File: src/rtl/cpu_sequencer_pkg.sv
// ============================================================================
// Module   : cpu_sequencer_pkg
// Brief    : Shared opcode classes, state encodings and mux select codes.
// Revision : 1.0
// ============================================================================
`default_nettype none

package cpu_sequencer_pkg;

   localparam int OPCODE_WIDTH = 7;

   // Opcode classes, keyed on opcode[6:2]
   localparam logic [4:0] OPC_IMML   = 5'b00000;
   localparam logic [4:0] OPC_IMMOP  = 5'b00100;
   localparam logic [4:0] OPC_AUIPC  = 5'b00101;
   localparam logic [4:0] OPC_STORE  = 5'b01000;
   localparam logic [4:0] OPC_REG    = 5'b01100;
   localparam logic [4:0] OPC_LUI    = 5'b01101;
   localparam logic [4:0] OPC_BRANCH = 5'b11000;
   localparam logic [4:0] OPC_JALR   = 5'b11001;
   localparam logic [4:0] OPC_JAL    = 5'b11011;

   typedef enum logic [2:0] {
      ST_BOOT   = 3'd0,
      ST_FETCH  = 3'd1,
      ST_DECODE = 3'd2,
      ST_EXEC   = 3'd3,
      ST_MEM    = 3'd4,
      ST_WB     = 3'd5,
      ST_HALT   = 3'd6
   } state_t;

   localparam logic [1:0] PC_SEL_PC4    = 2'd0;
   localparam logic [1:0] PC_SEL_TARGET = 2'd1;
   localparam logic [1:0] PC_SEL_ALU    = 2'd2;

   localparam logic [1:0] WB_SEL_ALU = 2'd0;
   localparam logic [1:0] WB_SEL_MEM = 2'd1;
   localparam logic [1:0] WB_SEL_PC4 = 2'd2;

   typedef struct packed {
      logic is_reg;
      logic is_immop;
      logic is_imml;
      logic is_store;
      logic is_branch;
      logic is_lui;
      logic is_auipc;
      logic is_jal;
      logic is_jalr;
   } cls_t;

endpackage

`default_nettype wire

File: src/rtl/cpu_sequencer_if.sv
// ============================================================================
// Module   : cpu_sequencer_if
// Brief    : Sequencer <-> datapath/memory control bundle.
// Revision : 1.0
// ============================================================================
`default_nettype none

interface cpu_sequencer_if
   import cpu_sequencer_pkg::*;
();
   logic [OPCODE_WIDTH-1:0] opcode;
   logic                    branch_taken;
   logic                    imem_ready;
   logic                    dmem_ready;
   logic                    halt_req;
   logic                    imem_req;
   logic                    ir_we;
   logic                    alu_en;
   logic                    dmem_req;
   logic                    dmem_we;
   logic                    rf_we;
   logic [1:0]              wb_sel;
   logic                    pc_we;
   logic [1:0]              pc_sel;
   logic                    illegal_insn;
   logic                    bus_err;
   logic                    halted;
   logic [31:0]             instret;

   modport master (
      input  opcode, branch_taken, imem_ready, dmem_ready, halt_req,
      output imem_req, ir_we, alu_en, dmem_req, dmem_we, rf_we, wb_sel,
             pc_we, pc_sel, illegal_insn, bus_err, halted, instret
   );

   modport slave (
      output opcode, branch_taken, imem_ready, dmem_ready, halt_req,
      input  imem_req, ir_we, alu_en, dmem_req, dmem_we, rf_we, wb_sel,
             pc_we, pc_sel, illegal_insn, bus_err, halted, instret
   );
endinterface

`default_nettype wire

File: src/rtl/cpu_sequencer_class_decode.sv
// ============================================================================
// Module   : seq_class_decode
// Brief    : opcode[6:2] to one-hot instruction class plus illegal flag.
// Revision : 1.0
// ============================================================================
`default_nettype none

module seq_class_decode
   import cpu_sequencer_pkg::*;
(
   input  logic [4:0] opclass,
   output cls_t       cls,
   output logic       illegal
);

   always_comb begin
      cls     = '0;
      illegal = 1'b0;
      case (opclass)
         OPC_REG:    cls.is_reg    = 1'b1;
         OPC_IMMOP:  cls.is_immop  = 1'b1;
         OPC_IMML:   cls.is_imml   = 1'b1;
         OPC_STORE:  cls.is_store  = 1'b1;
         OPC_BRANCH: cls.is_branch = 1'b1;
         OPC_LUI:    cls.is_lui    = 1'b1;
         OPC_AUIPC:  cls.is_auipc  = 1'b1;
         OPC_JAL:    cls.is_jal    = 1'b1;
         OPC_JALR:   cls.is_jalr   = 1'b1;
         default:    illegal       = 1'b1;
      endcase
   end

endmodule

`default_nettype wire

File: src/rtl/cpu_sequencer.sv
// ============================================================================
// Module   : cpu_sequencer
// Brief    : Multi-cycle RV32I control sequencer with memory timeout and halt.
// Revision : 1.0
// ============================================================================
`default_nettype none

module cpu_sequencer
   import cpu_sequencer_pkg::*;
#(
   parameter int MEM_TIMEOUT = 255
) (
   input  logic           clk,
   input  logic           rst,
   cpu_sequencer_if.master bus
);

   localparam logic [7:0] C_TIMEOUT = 8'(MEM_TIMEOUT);

   state_t      r_state;
   state_t      w_next;
   state_t      w_boundary;
   logic [7:0]  r_wait_cnt;
   logic        r_fault;
   logic [31:0] r_instret;
   cls_t        w_cls;
   logic        w_illegal;
   logic        w_retire;
   logic        w_wait_inc;
   logic        w_set_fault;
   logic        w_unused_opbits;

   assign w_unused_opbits = ^bus.opcode[1:0];

   seq_class_decode u_class_decode (
      .opclass (bus.opcode[6:2]),
      .cls     (w_cls),
      .illegal (w_illegal)
   );

   // Every instruction boundary diverts to HALT while a halt is requested
   assign w_boundary = bus.halt_req ? ST_HALT : ST_FETCH;

   always_ff @(posedge clk or posedge rst) begin
      if (rst) begin
         r_state    <= ST_BOOT;
         r_wait_cnt <= 8'd0;
         r_fault    <= 1'b0;
         r_instret  <= 32'd0;
      end else begin
         r_state <= w_next;
         if (w_next != r_state) begin
            r_wait_cnt <= 8'd0;
         end else if (w_wait_inc) begin
            r_wait_cnt <= r_wait_cnt + 8'd1;
         end
         if (w_set_fault) begin
            r_fault <= 1'b1;
         end
         if (w_retire) begin
            r_instret <= r_instret + 32'd1;
         end
      end
   end

   always_comb begin
      w_next           = r_state;
      w_retire         = 1'b0;
      w_wait_inc       = 1'b0;
      w_set_fault      = 1'b0;
      bus.imem_req     = 1'b0;
      bus.ir_we        = 1'b0;
      bus.alu_en       = 1'b0;
      bus.dmem_req     = 1'b0;
      bus.dmem_we      = 1'b0;
      bus.rf_we        = 1'b0;
      bus.wb_sel       = WB_SEL_ALU;
      bus.pc_we        = 1'b0;
      bus.pc_sel       = PC_SEL_PC4;
      bus.illegal_insn = 1'b0;
      bus.bus_err      = 1'b0;
      bus.halted       = 1'b0;

      case (r_state)
         ST_BOOT: w_next = w_boundary;

         ST_FETCH: begin
            bus.imem_req = 1'b1;
            if (bus.imem_ready) begin
               bus.ir_we = 1'b1;
               w_next    = ST_DECODE;
            end else if (r_wait_cnt == C_TIMEOUT) begin
               bus.bus_err = 1'b1;
               w_set_fault = 1'b1;
               w_next      = ST_HALT;
            end else begin
               w_wait_inc = 1'b1;
            end
         end

         ST_DECODE: begin
            if (w_illegal) begin
               bus.illegal_insn = 1'b1;
               bus.pc_we        = 1'b1;
               w_next           = w_boundary;
            end else begin
               w_next = ST_EXEC;
            end
         end

         ST_EXEC: begin
            bus.alu_en = 1'b1;
            if (w_cls.is_branch) begin
               bus.pc_we  = 1'b1;
               bus.pc_sel = bus.branch_taken ? PC_SEL_TARGET : PC_SEL_PC4;
               w_retire   = 1'b1;
               w_next     = w_boundary;
            end else if (w_cls.is_imml || w_cls.is_store) begin
               w_next = ST_MEM;
            end else begin
               w_next = ST_WB;
            end
         end

         ST_MEM: begin
            bus.dmem_req = 1'b1;
            bus.dmem_we  = w_cls.is_store;
            if (bus.dmem_ready) begin
               if (w_cls.is_store) begin
                  bus.pc_we = 1'b1;
                  w_retire  = 1'b1;
                  w_next    = w_boundary;
               end else begin
                  w_next = ST_WB;
               end
            end else if (r_wait_cnt == C_TIMEOUT) begin
               bus.bus_err = 1'b1;
               w_set_fault = 1'b1;
               w_next      = ST_HALT;
            end else begin
               w_wait_inc = 1'b1;
            end
         end

         ST_WB: begin
            bus.rf_we = 1'b1;
            bus.pc_we = 1'b1;
            w_retire  = 1'b1;
            w_next    = w_boundary;
            if (w_cls.is_imml) begin
               bus.wb_sel = WB_SEL_MEM;
            end else if (w_cls.is_jal) begin
               bus.wb_sel = WB_SEL_PC4;
               bus.pc_sel = PC_SEL_TARGET;
            end else if (w_cls.is_jalr) begin
               bus.wb_sel = WB_SEL_PC4;
               bus.pc_sel = PC_SEL_ALU;
            end
         end

         ST_HALT: begin
            bus.halted = 1'b1;
            // A memory fault pins the sequencer here until reset
            if (!bus.halt_req && !r_fault) begin
               w_next = ST_FETCH;
            end
         end

         default: w_next = ST_BOOT;
      endcase
   end

   assign bus.instret = r_instret;

endmodule

`default_nettype wire

File: src/flat_wrapper.sv
// flat-port wrapper written by rule: the top's interface ports become plain ports
module cpu_sequencer_flat import cpu_sequencer_pkg::*;
#(
   parameter int MEM_TIMEOUT = 255
)
  (clk, rst, bus_opcode, bus_branch_taken, bus_imem_ready, bus_dmem_ready, bus_halt_req, bus_imem_req, bus_ir_we, bus_alu_en, bus_dmem_req, bus_dmem_we, bus_rf_we, bus_wb_sel, bus_pc_we, bus_pc_sel, bus_illegal_insn, bus_bus_err, bus_halted, bus_instret);
  cpu_sequencer_if bus_i ();
  input  logic clk;
  input  logic rst;
  input wire logic [$bits(bus_i.opcode)-1:0] bus_opcode;
  input wire logic [$bits(bus_i.branch_taken)-1:0] bus_branch_taken;
  input wire logic [$bits(bus_i.imem_ready)-1:0] bus_imem_ready;
  input wire logic [$bits(bus_i.dmem_ready)-1:0] bus_dmem_ready;
  input wire logic [$bits(bus_i.halt_req)-1:0] bus_halt_req;
  output wire logic [$bits(bus_i.imem_req)-1:0] bus_imem_req;
  output wire logic [$bits(bus_i.ir_we)-1:0] bus_ir_we;
  output wire logic [$bits(bus_i.alu_en)-1:0] bus_alu_en;
  output wire logic [$bits(bus_i.dmem_req)-1:0] bus_dmem_req;
  output wire logic [$bits(bus_i.dmem_we)-1:0] bus_dmem_we;
  output wire logic [$bits(bus_i.rf_we)-1:0] bus_rf_we;
  output wire logic [$bits(bus_i.wb_sel)-1:0] bus_wb_sel;
  output wire logic [$bits(bus_i.pc_we)-1:0] bus_pc_we;
  output wire logic [$bits(bus_i.pc_sel)-1:0] bus_pc_sel;
  output wire logic [$bits(bus_i.illegal_insn)-1:0] bus_illegal_insn;
  output wire logic [$bits(bus_i.bus_err)-1:0] bus_bus_err;
  output wire logic [$bits(bus_i.halted)-1:0] bus_halted;
  output wire logic [$bits(bus_i.instret)-1:0] bus_instret;
  assign bus_i.opcode = bus_opcode;
  assign bus_i.branch_taken = bus_branch_taken;
  assign bus_i.imem_ready = bus_imem_ready;
  assign bus_i.dmem_ready = bus_dmem_ready;
  assign bus_i.halt_req = bus_halt_req;
  assign bus_imem_req = bus_i.imem_req;
  assign bus_ir_we = bus_i.ir_we;
  assign bus_alu_en = bus_i.alu_en;
  assign bus_dmem_req = bus_i.dmem_req;
  assign bus_dmem_we = bus_i.dmem_we;
  assign bus_rf_we = bus_i.rf_we;
  assign bus_wb_sel = bus_i.wb_sel;
  assign bus_pc_we = bus_i.pc_we;
  assign bus_pc_sel = bus_i.pc_sel;
  assign bus_illegal_insn = bus_i.illegal_insn;
  assign bus_bus_err = bus_i.bus_err;
  assign bus_halted = bus_i.halted;
  assign bus_instret = bus_i.instret;
  cpu_sequencer #(.MEM_TIMEOUT(MEM_TIMEOUT)) u_core (.clk(clk), .rst(rst), .bus(bus_i));
endmodule
File: config.mk
export PLATFORM = sky130hd
export DESIGN_NAME = cpu_sequencer_flat
export DESIGN_NICKNAME = d
export VERILOG_FILES = /design/src/rtl/cpu_sequencer_pkg.sv /design/src/rtl/cpu_sequencer_if.sv /design/src/rtl/cpu_sequencer_class_decode.sv /design/src/rtl/cpu_sequencer.sv /design/src/flat_wrapper.sv
export SDC_FILE = /design/constraint.sdc
export NUM_CORES = 1
export LEC_CHECK = 0
export BUFFER_PORTS_ARGS = -buffer_cell sky130_fd_sc_hd__buf_2
export CAP_MARGIN = 30
export CORE_MARGIN = 5
export CORE_UTILIZATION = 47
export DETAILED_ROUTE_END_ITERATION = 16
export PLACE_DENSITY_LB_ADDON = 0.12
export RECOVER_POWER = 100
export SYNTH_ARGS = -nofsm -noshare
export SYNTH_HDL_FRONTEND = slang
export SYNTH_SLANG_ARGS = --single-unit
File: constraint.sdc
create_clock -name clk -period 3.7 [get_ports clk]
set_input_delay 0.555 -clock clk [delete_from_list [all_inputs] [get_ports clk]]
set_output_delay 0.555 -clock clk [all_outputs]
set_load 0.1 [all_outputs]
==> impl_metrics.ini <==
[drt]
wirelength_met1_um = 2650
dr.pass1.iters = 4
routed_wirelength_um = 5280
drtIter0Drc = 117
highest_layer = met4
met2_wirelength_um = 2340
viasPerCell = 5.30
routedWlPerCell_um = 13.4
drcViolationCount = 0
via_count = 2090
drt.antenna.violating_nets = 0
wl_met3_um = 227

[synthesis]
ys.flop_type = dfrtp_1
yosys_warnings = 0
synth_edf_count = 0
synthTopCellsByCount = dfrtp_1, xor2_1, nor2_1, nand2_1, nor3_1
synthCells = 266
ys_seq_area_frac = 0.424
synth_top_area_frac = 0.424
synth_top_area_cell = dfrtp_1
synth.distinct_cells = 58
synth-seq-cells = 44
yosysMostFrequentCell = dfrtp_1
syn-num-nets = 281
synthArstFlopShare = 1.00
avgSynthCellArea_sq_um = 9.76
syn_area_sq_mm = 0.00259
synth_area_leaders = dfrtp_1, xor2_1, xnor2_1

[floorplanning]
row_count = 27
start_util = 0.477
die_x_um = 84.3
ios = 59
die_y_um = 84.3
design.core.area_sq_mm = 0.00544
die-area_sq_mm = 0.00711

[sta]
tightest_slew_ps = 2290
post-route-period-util = 0.859
fmax_mhz = 315
rsz0062_at_grt = no
setup-violations-final = 0
fin_worst_skew_ps = 8.06
relSlewSlack = -0.526
drv_slew = 45
tns_ps = 0
fin_ws_ps = 523
final.min_clock_period_ps = 3180
hold_viol = 0

[clocking]
holdBufCountCts = 0
clock_sinks = 44
cts_tree = done
postCtsSetupBuffers = 0
clkTransAtPathRegs_ps = 80
clockBufferDepth = 2
cts_made_buffers = 5
cts-htree-levels = 2
clkLatencyLatePin_ps = 290
root_buffer = clkbuf_8
cts-resized-gates = 0

[global_route]
grt_pass1_vias = 2033
grt-ovfl-total = 0
grt_use_total = 0.152
antenna_found_initial = 0
grt_max_degree = 45
grt_pass1_wl_um = 9090

[worst_setup_path]
required_ps = 3140
rrSetupSlack_ps = 1230
r2r_end = u_core.bus.instret[27]
startpoint_type = flip-flop
setup.worst_path.start = u_core.r_state[2]
arrival_ps = 2620
crit_fanout = 18
crit_path_end_kind = output port
crit_type = reg -> out
worst_r2r_path_depth = 5
r2r-start = u_core.r_state[0]
crit_path_end = bus_dmem_we

[power_and_ir_drop]
p_sw_frac = 0.500
netSwitchingPower_uw = 970
intPower_uw = 970
power_frac_comb = 0.472
seq_power_share = 0.324
ir_worst_vdd_mv = 0.936
pwr-share-clk = 0.204
leakage_uw = 0.00133
power.density_mw_per_mm2 = 659

[outcome]
status = finished, violations left
violations = capacitance limit, slew limit

[final_layout]
final_layout_size_suffix_gt1_frac = 0.102
nNetsFinal = 336
final_util = 0.541
area_growth_pct = 13.5
n_antenna_cell = 0

[placement]
dp_hpwl_um = 3870
gp_congestion = 0.773
dp_slack_ps = 921
io_buffer_count = 56

[job]
drv_cap = 1

[hold_path]
hold_class = reg -> reg
## through the flow
step | cells | instance area, sq um | hold WS [ps] | power (uW)
floorplan | 266 | 2610 | 498 | 1440
global placement | 386 | 2940 | 452 | 1590
detailed placement | 386 | 2940 | 459 | 1590
CTS | 394 | 3070 | 401 | 1990
global route | 394 | 2940 | 497 | 2050
finish | 394 | 2940 | 473 | 1940
## critical path, stage by stage (launching register included)
cell      delay, ps
dfrtp_1         680
nand2b_1        250
nor2_1          330
and3_1          210
clkbuf_1        860
## cells in the final DEF (no fill, tap or decap), types with 2 or more instances in the layout
cell | synthesis | routed
clkbuf_1 | 4 | 46
dfrtp_1 | 44 | 44
xor2_1 | 23 | 23
nor2_1 | 22 | 22
nor3_1 | 16 | 18
nand2_1 | 16 | 16
xnor2_1 | 15 | 15
nand3_1 | 14 | 14
inv_1 | 12 | 11
buf_2 | 3 | 10
nand4_1 | 7 | 9
and3_1 | 7 | 7
clkbuf_8 | 0 | 7
nand2b_1 | 6 | 6
o21ai_0 | 6 | 6
and2_1 | 5 | 5
a21oi_1 | 4 | 4
mux2i_1 | 3 | 4
nor4_1 | 3 | 3
and4_1 | 3 | 3
a2bb2oi_1 | 3 | 3
nand2_2 | 2 | 2
nand3b_1 | 2 | 2
a31oi_1 | 2 | 2
a211oi_1 | 2 | 2
nor2b_1 | 2 | 2
a32o_1 | 2 | 2
o31ai_1 | 2 | 2
or2_2 | 2 | 2
ha_1 | 2 | 2
## layout make-up
| cell class | count | area [sq um] |
|---|---|---|
| timing repair buffer | 57 | 228 |
| multi-input combinational | 201 | 1350 |
| clock inverter | 1 | 30.0 |
| sequential | 44 | 1100 |
| fill | 521 | 2490 |
| tap | 72 | 90.1 |
| clock buffer | 7 | 96.3 |
| inverter | 12 | 45.0 |
## sequential cells by signal (all words and copies together) (netlist names)
name                flops
u_core.r_wait_cnt       8
u_core.r_state          3
u_core.r_fault          1
u_core.bus.instret     32
## logic make-up after synthesis
family / count (synthesis) / share of synthesized area
xor gates and xnor gates: 38 / 0.128
adders and majority gates: 2 / 0.00964
DFF: 44 / 0.424
buffers and inverters: 21 / 0.0362
AOI/OAI and AO/OA: 33 / 0.104
and+or+nand+nor: 123 / 0.277
muxes: 5 / 0.0212
## power by group through the flow
stage | sequential [uW] | clock, uW | combinational [uW]
final | 629 | 395 | 916
after global routing | 642 | 427 | 981
after CTS | 630 | 408 | 954
after detailed placement | 640 | 0 | 953
after global placement | 642 | 0 | 950
after floorplan | 761 | 0 | 682
## layer usage
metal	track usage	vias up
met5	0	-
met4	0.0512	0
met3	0.0275	5
met2	0.235	44
met1	0.215	990
li1	-	1051
## how the worst min path moves through the flow
stage / from / cells after the start / slack, ps / end
after floorplan: u_core.r_fault / 1 / 500 / u_core.r_fault
after global placement: u_core.bus.instret[31] / 1 / 450 / u_core.bus.instret[31]
after detailed placement: u_core.bus.instret[31] / 1 / 460 / u_core.bus.instret[31]
after CTS: rst / 3 / 400 / u_core.bus.instret[1]
after global routing: u_core.bus.instret[31] / 1 / 500 / u_core.bus.instret[31]
final: u_core.bus.instret[31] / 1 / 470 / u_core.bus.instret[31]
(Power assumes the default switching activity.)
